### config.mk
export PLATFORM = sky130hd
export DESIGN_NAME = mdpx_buf_reader
export DESIGN_NICKNAME = d
export VERILOG_FILES = /design/src/rtl/mdpx_buf_reader_pkg.sv /design/src/rtl/mdpx_rd_fifo.sv /design/src/rtl/mdpx_buf_reader.sv
export SDC_FILE = /design/constraint.sdc
export NUM_CORES = 1
export LEC_CHECK = 0
export ABC_AREA = 1
export BUFFER_PORTS_ARGS = -buffer_cell sky130_fd_sc_hd__buf_2
export CORE_AREA = 2 2 143 145
export DETAILED_ROUTE_END_ITERATION = 6
export DIE_AREA = 0 0 145 147
export SYNTH_ARGS = -nofsm -noshare
export SYNTH_HDL_FRONTEND = slang
export SYNTH_SLANG_ARGS = --single-unit
### constraint.sdc
create_clock -name In_Clk -period 4.5 [get_ports In_Clk]
set_clock_uncertainty 0.15 [all_clocks]
set_input_delay 0.9 -clock In_Clk [delete_from_list [all_inputs] [get_ports In_Clk]]
set_output_delay 0.9 -clock In_Clk [all_outputs]
set_load 0.02 [all_outputs]
### src/rtl/mdpx_buf_reader_pkg.sv
// Shared defaults and FSM encoding for the
// frame-buffer read engine.
package mdpx_buf_reader_pkg;

  localparam int ADDR_W_DEF = 10;
  localparam int DATA_W_DEF = 8;
  localparam int RD_LAT_DEF = 2;

  typedef enum logic [1:0] {
    S_IDLE  = 2'd0,
    S_RUN   = 2'd1,
    S_DRAIN = 2'd2,
    S_DONE  = 2'd3
  } rd_state_e;

endpackage

### src/rtl/mdpx_rd_fifo.sv
// Show-ahead register FIFO used to absorb
// RAM read latency in the read engine.
module mdpx_rd_fifo #(
  parameter int DEPTH = 4,
  parameter int WIDTH = 8,
  parameter int CW    = $clog2(DEPTH + 1)
) (
  input  logic             clk,
  input  logic             rst_n,
  input  logic             push,
  input  logic [WIDTH-1:0] din,
  input  logic             pop,
  output logic [WIDTH-1:0] dout,
  output logic [CW-1:0]    count,
  output logic             empty,
  output logic             full
);

  localparam int PW = (DEPTH > 1) ? $clog2(DEPTH) : 1;

  logic [WIDTH-1:0] mem [DEPTH];
  logic [PW-1:0]    wr_ptr;
  logic [PW-1:0]    rd_ptr;
  logic             do_push;
  logic             do_pop;

  function automatic logic [PW-1:0] nxt(
    input logic [PW-1:0] p
  );
    return (p == PW'(DEPTH - 1)) ? '0 : p + 1'b1;
  endfunction

  assign empty   = (count == '0);
  assign full    = (count == CW'(DEPTH));
  assign do_push = push && !full;
  assign do_pop  = pop && !empty;
  assign dout    = mem[rd_ptr];

  always_ff @(posedge clk or negedge rst_n) begin
    if (!rst_n) begin
      for (int i = 0; i < DEPTH; i++)
        mem[i] <= '0;
      wr_ptr <= '0;
      rd_ptr <= '0;
      count  <= '0;
    end else begin
      if (do_push) begin
        mem[wr_ptr] <= din;
        wr_ptr      <= nxt(wr_ptr);
      end
      if (do_pop)
        rd_ptr <= nxt(rd_ptr);
      count <= count + CW'(do_push) - CW'(do_pop);
    end
  end

endmodule

### src/rtl/mdpx_buf_reader.sv
// Read engine: streams a byte range out of the
// frame-buffer RAM as a valid/ready stream.
module mdpx_buf_reader
  import mdpx_buf_reader_pkg::*;
#(
  parameter int ADDR_W = ADDR_W_DEF,
  parameter int DATA_W = DATA_W_DEF,
  parameter int RD_LAT = RD_LAT_DEF
) (
  input  logic              In_Clk,
  input  logic              In_Nreset,
  input  logic              In_Start,
  input  logic [ADDR_W-1:0] In_Base_Addr,
  input  logic [ADDR_W:0]   In_Length,
  output logic [ADDR_W-1:0] Out_Rdaddr,
  input  logic [DATA_W-1:0] In_Rddata,
  output logic [DATA_W-1:0] Out_Data,
  output logic              Out_Valid,
  input  logic              In_Ready,
  output logic              Out_Sync,
  output logic              Out_Last,
  output logic              Out_Busy,
  output logic              Out_Done
);

  localparam int FIFO_DEPTH = RD_LAT + 2;
  localparam int LW = ADDR_W + 1;
  localparam int CW = $clog2(FIFO_DEPTH + 1);

  rd_state_e         state, nxt;
  logic [ADDR_W-1:0] base_r;
  logic [LW-1:0]     len_r;
  logic [LW-1:0]     issued;
  logic [LW-1:0]     accepted;
  logic              iss_v;
  logic [RD_LAT-1:0] sh;
  logic [CW-1:0]     fifo_count;
  logic              empty;
  logic              full;
  logic              pop;
  logic              start_ok;
  logic              issue_run;
  logic              credit;
  logic              at_last;
  logic              last_pop;
  int                occ;

  mdpx_rd_fifo #(
    .DEPTH (FIFO_DEPTH),
    .WIDTH (DATA_W),
    .CW    (CW)
  ) u_fifo (
    .clk   (In_Clk),
    .rst_n (In_Nreset),
    .push  (sh[RD_LAT-1]),
    .din   (In_Rddata),
    .pop   (pop),
    .dout  (Out_Data),
    .count (fifo_count),
    .empty (empty),
    .full  (full)
  );

  assign Out_Valid = !empty;
  assign pop       = Out_Valid && In_Ready;
  assign at_last   = (accepted == len_r - LW'(1));
  assign last_pop  = pop && at_last;
  assign Out_Sync  = Out_Valid && (accepted == '0);
  assign Out_Last  = Out_Valid && at_last;
  assign start_ok  = (state == S_IDLE) && In_Start;

  // A pop this cycle frees a slot, keeping 1 byte/cycle.
  always_comb begin
    occ = int'(fifo_count) + int'(iss_v) - int'(pop);
    for (int i = 0; i < RD_LAT; i++)
      occ = occ + int'(sh[i]);
    credit = (occ < FIFO_DEPTH) && !(full && !pop);
  end

  assign issue_run = (state == S_RUN)
                  && (issued < len_r) && credit;

  always_ff @(posedge In_Clk or negedge In_Nreset) begin
    if (!In_Nreset) state <= S_IDLE;
    else            state <= nxt;
  end

  always_comb begin
    nxt = state;
    unique case (state)
      S_IDLE:
        if (In_Start)
          nxt = (In_Length == '0) ? S_DONE : S_RUN;
      S_RUN:
        if (last_pop)             nxt = S_DONE;
        else if (issued == len_r) nxt = S_DRAIN;
      S_DRAIN:
        if (last_pop) nxt = S_DONE;
      S_DONE:  nxt = S_IDLE;
      default: nxt = S_IDLE;
    endcase
  end

  always_comb begin
    Out_Busy = 1'b0;
    Out_Done = 1'b0;
    unique case (1'b1)
      (state == S_RUN),
      (state == S_DRAIN): Out_Busy = 1'b1;
      (state == S_DONE):  Out_Done = 1'b1;
      default: ;
    endcase
  end

  // The start edge already issues the base address.
  always_ff @(posedge In_Clk or negedge In_Nreset) begin
    if (!In_Nreset) begin
      base_r     <= '0;
      len_r      <= '0;
      issued     <= '0;
      accepted   <= '0;
      Out_Rdaddr <= '0;
      iss_v      <= 1'b0;
      sh         <= '0;
    end else begin
      iss_v <= issue_run || (start_ok && In_Length != '0);
      sh[0] <= iss_v;
      for (int i = 1; i < RD_LAT; i++)
        sh[i] <= sh[i-1];
      if (start_ok) begin
        base_r   <= In_Base_Addr;
        len_r    <= In_Length;
        accepted <= '0;
        if (In_Length != '0) begin
          issued     <= LW'(1);
          Out_Rdaddr <= In_Base_Addr;
        end else begin
          issued <= '0;
        end
      end else begin
        if (issue_run) begin
          Out_Rdaddr <= base_r + issued[ADDR_W-1:0];
          issued     <= issued + LW'(1);
        end
        if (pop)
          accepted <= accepted + LW'(1);
      end
    end
  end

endmodule

-- Word-level counts from Yosys, hierarchy flattened
Index checks and enable logic that the tools add are counted.
- output and inout port bits: 23
- bits of input ports: 33
- flip-flop bits (word level): 97
- reduce and logical (&&, ||, !) cells: 28
- equal/unequal tests: 12
- $lt $le $gt $ge: 5
- add/sub/neg operators: 12
- multiplexer cells: 24
- bitwise gates (word level): 2
- operators by type and width (cell ; number):
    11-bit 2-to-1 mux ; 4
    32-bit bitwise mux ; 1
    10-bit 2-to-1 mux ; 3
    8-bit 2-to-1 mux ; 3
    11-bit by 1-bit adder with 11-bit output, second input constant ; 2
    11-bit == test ; 2
    11-bit logical NOT ; 2
    8-bit binary-select mux with 2-bit select ; 1
    8-bit demux with 2-bit select ; 1
    2-bit 2-to-1 mux ; 7
    1-bit logical AND ; 13
    11-bit less-than comparator ; 1
    11-bit nonzero test ; 1
    11-bit by 1-bit subtractor with 11-bit output, second input constant ; 1
    10-bit adder ; 1
    2-bit == test, second input constant ; 4
    2-bit one-hot mux with 4 select lines ; 1
    6-bit by 2-bit adder with 7-bit output ; 1
    7-bit by 4-bit less-than comparator with 1-bit output, second input constant ; 1
    5-bit by 2-bit adder with 6-bit output ; 1
    3-bit >= comparator, second input constant ; 2
    2-bit NOT with 3-bit output ; 2
    4-bit by 1-bit subtractor with 5-bit output ; 1
    2-bit by 1-bit adder with 2-bit output, second input constant ; 2
    other kinds (18) ; 25

-- Depth between registers and ports, before layout
- depth after elaboration: 11
- gate-level depth with buffers: 19
- depth with buffers taken out: 19

-- By module
From an unflattened synthesis, not the netlist that was laid out.
- cell total of the unflattened synthesis: 793
- area, all modules: 6150.9 um^2
- modules (own cells, without submodules) (module ; seq. area each (um^2) ; instances ; area an instance (um^2) ; cells each):
    mdpx_buf_reader ; 1451.4 ; 1 ; 4072.7 ; 542
    mdpx_rd_fifo ; 975.9 ; 1 ; 2078.2 ; 251

-- Least setup slack after synthesis
No wires, ideal clock.
- kind: input to register
- start: input port In_Ready
- end: register Out_Rdaddr[5]
- data required time: 4.233 ns
- stages: 16
- data arrival time: 3.064 ns
- buffers on the path: 1
- slack: 1.169 ns
- path through: nand2_4 > inv_1 > ha_1 > inv_1 > ha_1 > fa_1 > xor2_1 > o21ai_1 > nand3b_1 > a22oi_2 > nand2_4 > nor2_4 > inv_2 > buf_6 > nand3_2 > nand2_1
- cells in the longest elaborated chain, start to end: 9
- elaborated cells between the ends (all ways): 12
- classes of those cells: 3 x add/sub; 1 x order compare; 8 x reduce/logical
- ends and longest elaborated chain (element ; line ; text):
    from (decl) ; mdpx_buf_reader.sv:19 ; input logic In_Ready,
    1-bit logical AND * ; mdpx_buf_reader.sv:65 ; assign pop = Out_Valid && In_Ready;
    4-bit by 1-bit subtractor with 5-bit output ; mdpx_buf_reader.sv:74 ; occ = int'(fifo_count) + int'(iss_v) - int'(pop);
    5-bit by 2-bit adder with 6-bit output ; mdpx_buf_reader.sv:76 ; occ = occ + int'(sh[i]);
    6-bit by 2-bit adder with 7-bit output ; mdpx_buf_reader.sv:76 ;
    7-bit by 4-bit less-than comparator with 1-bit output ; mdpx_buf_reader.sv:77 ; credit = (occ < FIFO_DEPTH) && !(full && !pop);
    1-bit logical AND * ; mdpx_buf_reader.sv:77 ;
    1-bit logical AND * ; mdpx_buf_reader.sv:81 ; && (issued < len_r) && credit;
    2-bit nonzero test (no source line) * ; -- ;
    2-bit AND reduction (no source line) * ; -- ;
    to (signal assigned) ; mdpx_buf_reader.sv:136 ; Out_Rdaddr <= In_Base_Addr;
    to (signal assigned) ; mdpx_buf_reader.sv:142 ; Out_Rdaddr <= base_r + issued[ADDR_W-1:0];
    to (decl) ; mdpx_buf_reader.sv:15 ; output logic [ADDR_W-1:0] Out_Rdaddr,
Mark *: on every way between the ends. The rest lies on a longest branch, timed or not.
A chain may end at the register's enable or synchronous reset.

-- Worst setup path in the final report
- start: register u_fifo.count[1]
- end: register Out_Rdaddr[4]
- cells in the longest elaborated chain, start to end: 11
- elaborated cells between the ends (all ways): 16
- classes of those cells: 4 x add/sub; 1 x order compare; 1 x eq/ne; 10 x reduce/logical
- ends and longest elaborated chain (element ; line ; text):
    from (decl) ; mdpx_rd_fifo.sv:14 ; output logic [CW-1:0] count,
    from (signal assigned) ; mdpx_rd_fifo.sv:53 ; count <= count + CW'(do_push) - CW'(do_pop);
    parallel branches: the longest is 7 deep, another holds 6-bit by 2-bit adder with 7-bit output ; -- ;
    1-bit logical AND * ; mdpx_buf_reader.sv:77 ;
    1-bit logical AND * ; mdpx_buf_reader.sv:81 ;
    2-bit nonzero test (no source line) * ; -- ;
    2-bit AND reduction (no source line) * ; -- ;
Mark *: on every way between the ends.

==> impl_results.md <==
* Result of the run: completed
* Power per cell area at just under 700 nW/µm²
* Vertical die dimension at about 150 µm
* Starting DRC count in detailed routing at roughly 300
* Routed Wire Length at between 10 and 15 mm
* DR pass1 iterations at 5
* Layout cells sized above 1 at 13.07%
* Root buffer cell: clkbuf_16
* RSZ-0062 raised after global routing: no
* Average vias per placed instance at 4.721
* TritonCTS sink count at between 90 and 100
* Type of the tightest min-delay check: reg -> reg
* Final core utilization at 33.73%
* Required time at the worst-slack endpoint at roughly 4.6 ns
* Non-filler instance count after layout at 1,066
* Static leakage at ~3.3 nW
* Area growth from synthesis to layout at 14.46%
* Post-Syn Area at 5848 µm²
* Number of instances in the placed design at between 1,000 and 1,500
* Most used cell, CP: nand2_4
* Final Wtd Congestion at 0.8149
* Final HPWL from detailed placement at between 10 and 15 mm
* CTS Buf Count at 9
* Post-synth top area cell: dfrtp_1
* Via count of the first global-routing pass at just under 5,000
* CTS max path bufs at 2
* Area share of the largest cell type after synthesis at between 40 and 50%
* Total DRC errors in the routed layout at 0
* Gate family responsible for the most delay along the worst path: simple AND/OR/NAND/NOR gates
* Critical-path top delay cell: dfrtp_1
* Hold buffer count at cts at 0
* Post-CTS setup buffer count at 0
* Transition time at the pin with the least slew margin at about 0.84 ns
* # resized after CTS at 0
* Clock insertion delay at the later pin of the skew report at between 0.3 and 0.4 ns
* Minimum period implied by the final worst setup slack at 3.520 ns
* Wire length of the first global-routing pass at 24.35 mm
* Number of register bits inferred by synthesis at between 90 and 100
* Cell Rows at 52
* Number of nets in the synthesized netlist at a little over 800
* Cell types occupying the most area after synthesis: dfrtp_1 42%, nand2_1 13%, ha_1 8.8%
* Worst slew margin at around 44%
* Buffers on Ports at 55
* Max cap viols at 0
* Fraction of the yosys area taken by sequential cells at around two fifths
* Maximum fanout encountered on the critical timing path at 13
* Synthesis warning total at 0
* Floorplan Core Area at 19,840 µm²
* Leading cell types in the layout, fill and taps excluded: 198 x nand2_1, 97 x dfrtp_1, 85 x o21ai_0
* Clock transition at the registers of the reported paths at around 0.07 ns
* Initial antenna violation count at 0
* Highest attainable clock frequency at 284.1 MHz
* Number of top-level pins at 56
* Maximum VDD drop at about 0.27 mV
* Critical path type: reg -> reg
* Number of hold violations in the final report at 0
* Mean instance size in the synthesized netlist at slightly below 8 µm²
* Worst Hold Margin at about 0.24 ns
* Avg WL per Cell at 13.55 µm
* Die Span X at 145 µm
* Remaining global-route overflow at 0
* Leading cell type in the layout, fill and taps excluded: nand2_1
* Total Negative Setup Slacks at 0 ns
* Number of cells produced by synthesis at 739
* Tcrit/Tclk final at roughly four fifths
* Post-layout net count at 869
* Fill cells at between 2,000 and 2,500
* Arrival time worst endpoint at ~3.7 ns
* Total routing usage reported by global routing at between 10% and 20%
* Pin count of the biggest net entering global routing at 49
* Setup Viol. Count Final at 0
* Routed via count at 5,033
* ANT cells at 0
* Final standard cell area without fillers at ~6700 µm²
* Critical path buffers and inverters at 4
* Sequence of cells on the critical path: inv_2, nand3_2, nand2_4, inv_1, ha_1, inv_1, ha_1, fa_1, xor2_1, o21ai_1, nand3b_1, a22oi_2, nand2_4, nor2_4, inv_2, nand2_4, nand2_1, nand2_1
* Startpoint type of the worst setup path: flip-flop
* Number of enable flip-flop cells after synthesis at 0
* Kind of capture point of the worst setup path: flip-flop
* Standard cell area after detailed placement at 6416 µm²
* CP peak stage delay at between 0.4 and 0.5 ns
* Depth of the CTS H-tree at 3
* Final Max Tran Viols at 0
* Area of the die at around 21,000 µm²
* Number of distinct library cells after synthesis at between 40 and 50
* Final antenna-violating net count at 0
* Clock tree from TritonCTS: built
* Async S/R FF share, synth at 100.0%
* Dominant synthesized flop cell: dfrtp_1
* Starting density of the core at about 29%
==> flip-flops by register name (all words and copies together) (netlist names) <==
name / count
Out_Rdaddr: 10
accepted: 11
base_r: 10
iss_v: 1
issued: 11
len_r: 11
sh: 2
state: 2
u_fifo.count: 3
u_fifo.mem: 32
u_fifo.rd_ptr: 2
u_fifo.wr_ptr: 2
==> stage by stage <==
stage / worst slack, ns / power [mW]
2_1_floorplan: 1.169 / 3.271
3_3_place_gp: 0.7780 / 3.888
3_5_place_dp: 0.6791 / 3.917
4_1_cts: 0.9362 / 4.680
5_1_grt: 0.6214 / 5.128
6_report: 0.9800 / 4.634
==> logic make-up after synthesis <==
kind of cell	count (synthesis)	share of synthesized area, %
buf+inv	101	6.718
flops	97	41.51
simple gates	340	26.17
fa+ha+maj	44	9.799
compound gates	139	13.11
xor+xnor	18	2.696
==> worst reg2reg max path: cells and delay by family, from the launching register on <==
family	cells	cell delay, ns
flops	1	0.43
simple gates	8	1.10
compound gates	2	0.25
fa+ha+maj	3	0.89
buf+inv	4	0.48
xor+xnor	1	0.17
==> worst paths after layout <==
kind / from / slack [ns] / end / cells after the start
hold reg to reg: sh[0] / 0.24 / sh[1] / 0
setup / recovery: u_fifo.count[1] / 0.98 / Out_Rdaddr[4] / 18
max in group asynchronous: In_Nreset / 2.98 / len_r[8] / 2
hold / removal: sh[0] / 0.24 / sh[1] / 0
setup reg to reg: u_fifo.count[1] / 0.98 / Out_Rdaddr[4] / 18
min in group asynchronous: In_Nreset / 0.41 / u_fifo.mem[2] / 1
==> report_power, final <==
part           switching [mW]  internal, mW  total (mW)
sequential              0.327          1.24        1.57
combinational            1.50         0.817        2.32
clock                   0.352         0.391       0.743
==> cells in the mapped netlist, types with 5 or more instances <==
cell        n
o21ai_1     5
xor2_1     13
ha_1       41
o22ai_1     8
xnor2_1     5
dfrtp_1    97
nor2_1     54
nor4_1      8
a21oi_1    23
nand3_2    10
clkbuf_1   12
nand2_1   198
o21ai_0    85
inv_1      78
nand3_1    32
nand4_1    11
nor3_1     15
inv_2       5
==> layout make-up <==
| class | instances | area, µm² | share of cell area (%) |
|---|---|---|---|
| clock buffers | 10 | 239.0 | 3.570 |
| clock inverters | 5 | 38.79 | 0.5794 |
| inverters | 84 | 315.3 | 4.710 |
| multi-input cells | 541 | 3028 | 45.23 |
| flip-flops and latches | 97 | 2427 | 36.26 |
| well taps | 270 | 337.8 | 5.047 |
| repair buffers | 59 | 307.8 | 4.598 |
==> metal layers <==
| layer | up-vias | GRT usage [%] | share of wire, % |
|---|---|---|---|
| met4 | 0 | 5.000 | 1.8 |
| met5 | - | 0 | 0 |
| li1 | 2540 | - | - |
| met2 | 72 | 23.10 | 46 |
| met3 | 18 | 2.236 | 3.5 |
| met1 | 2403 | 18.97 | 49 |
(Power assumes the default switching activity.)
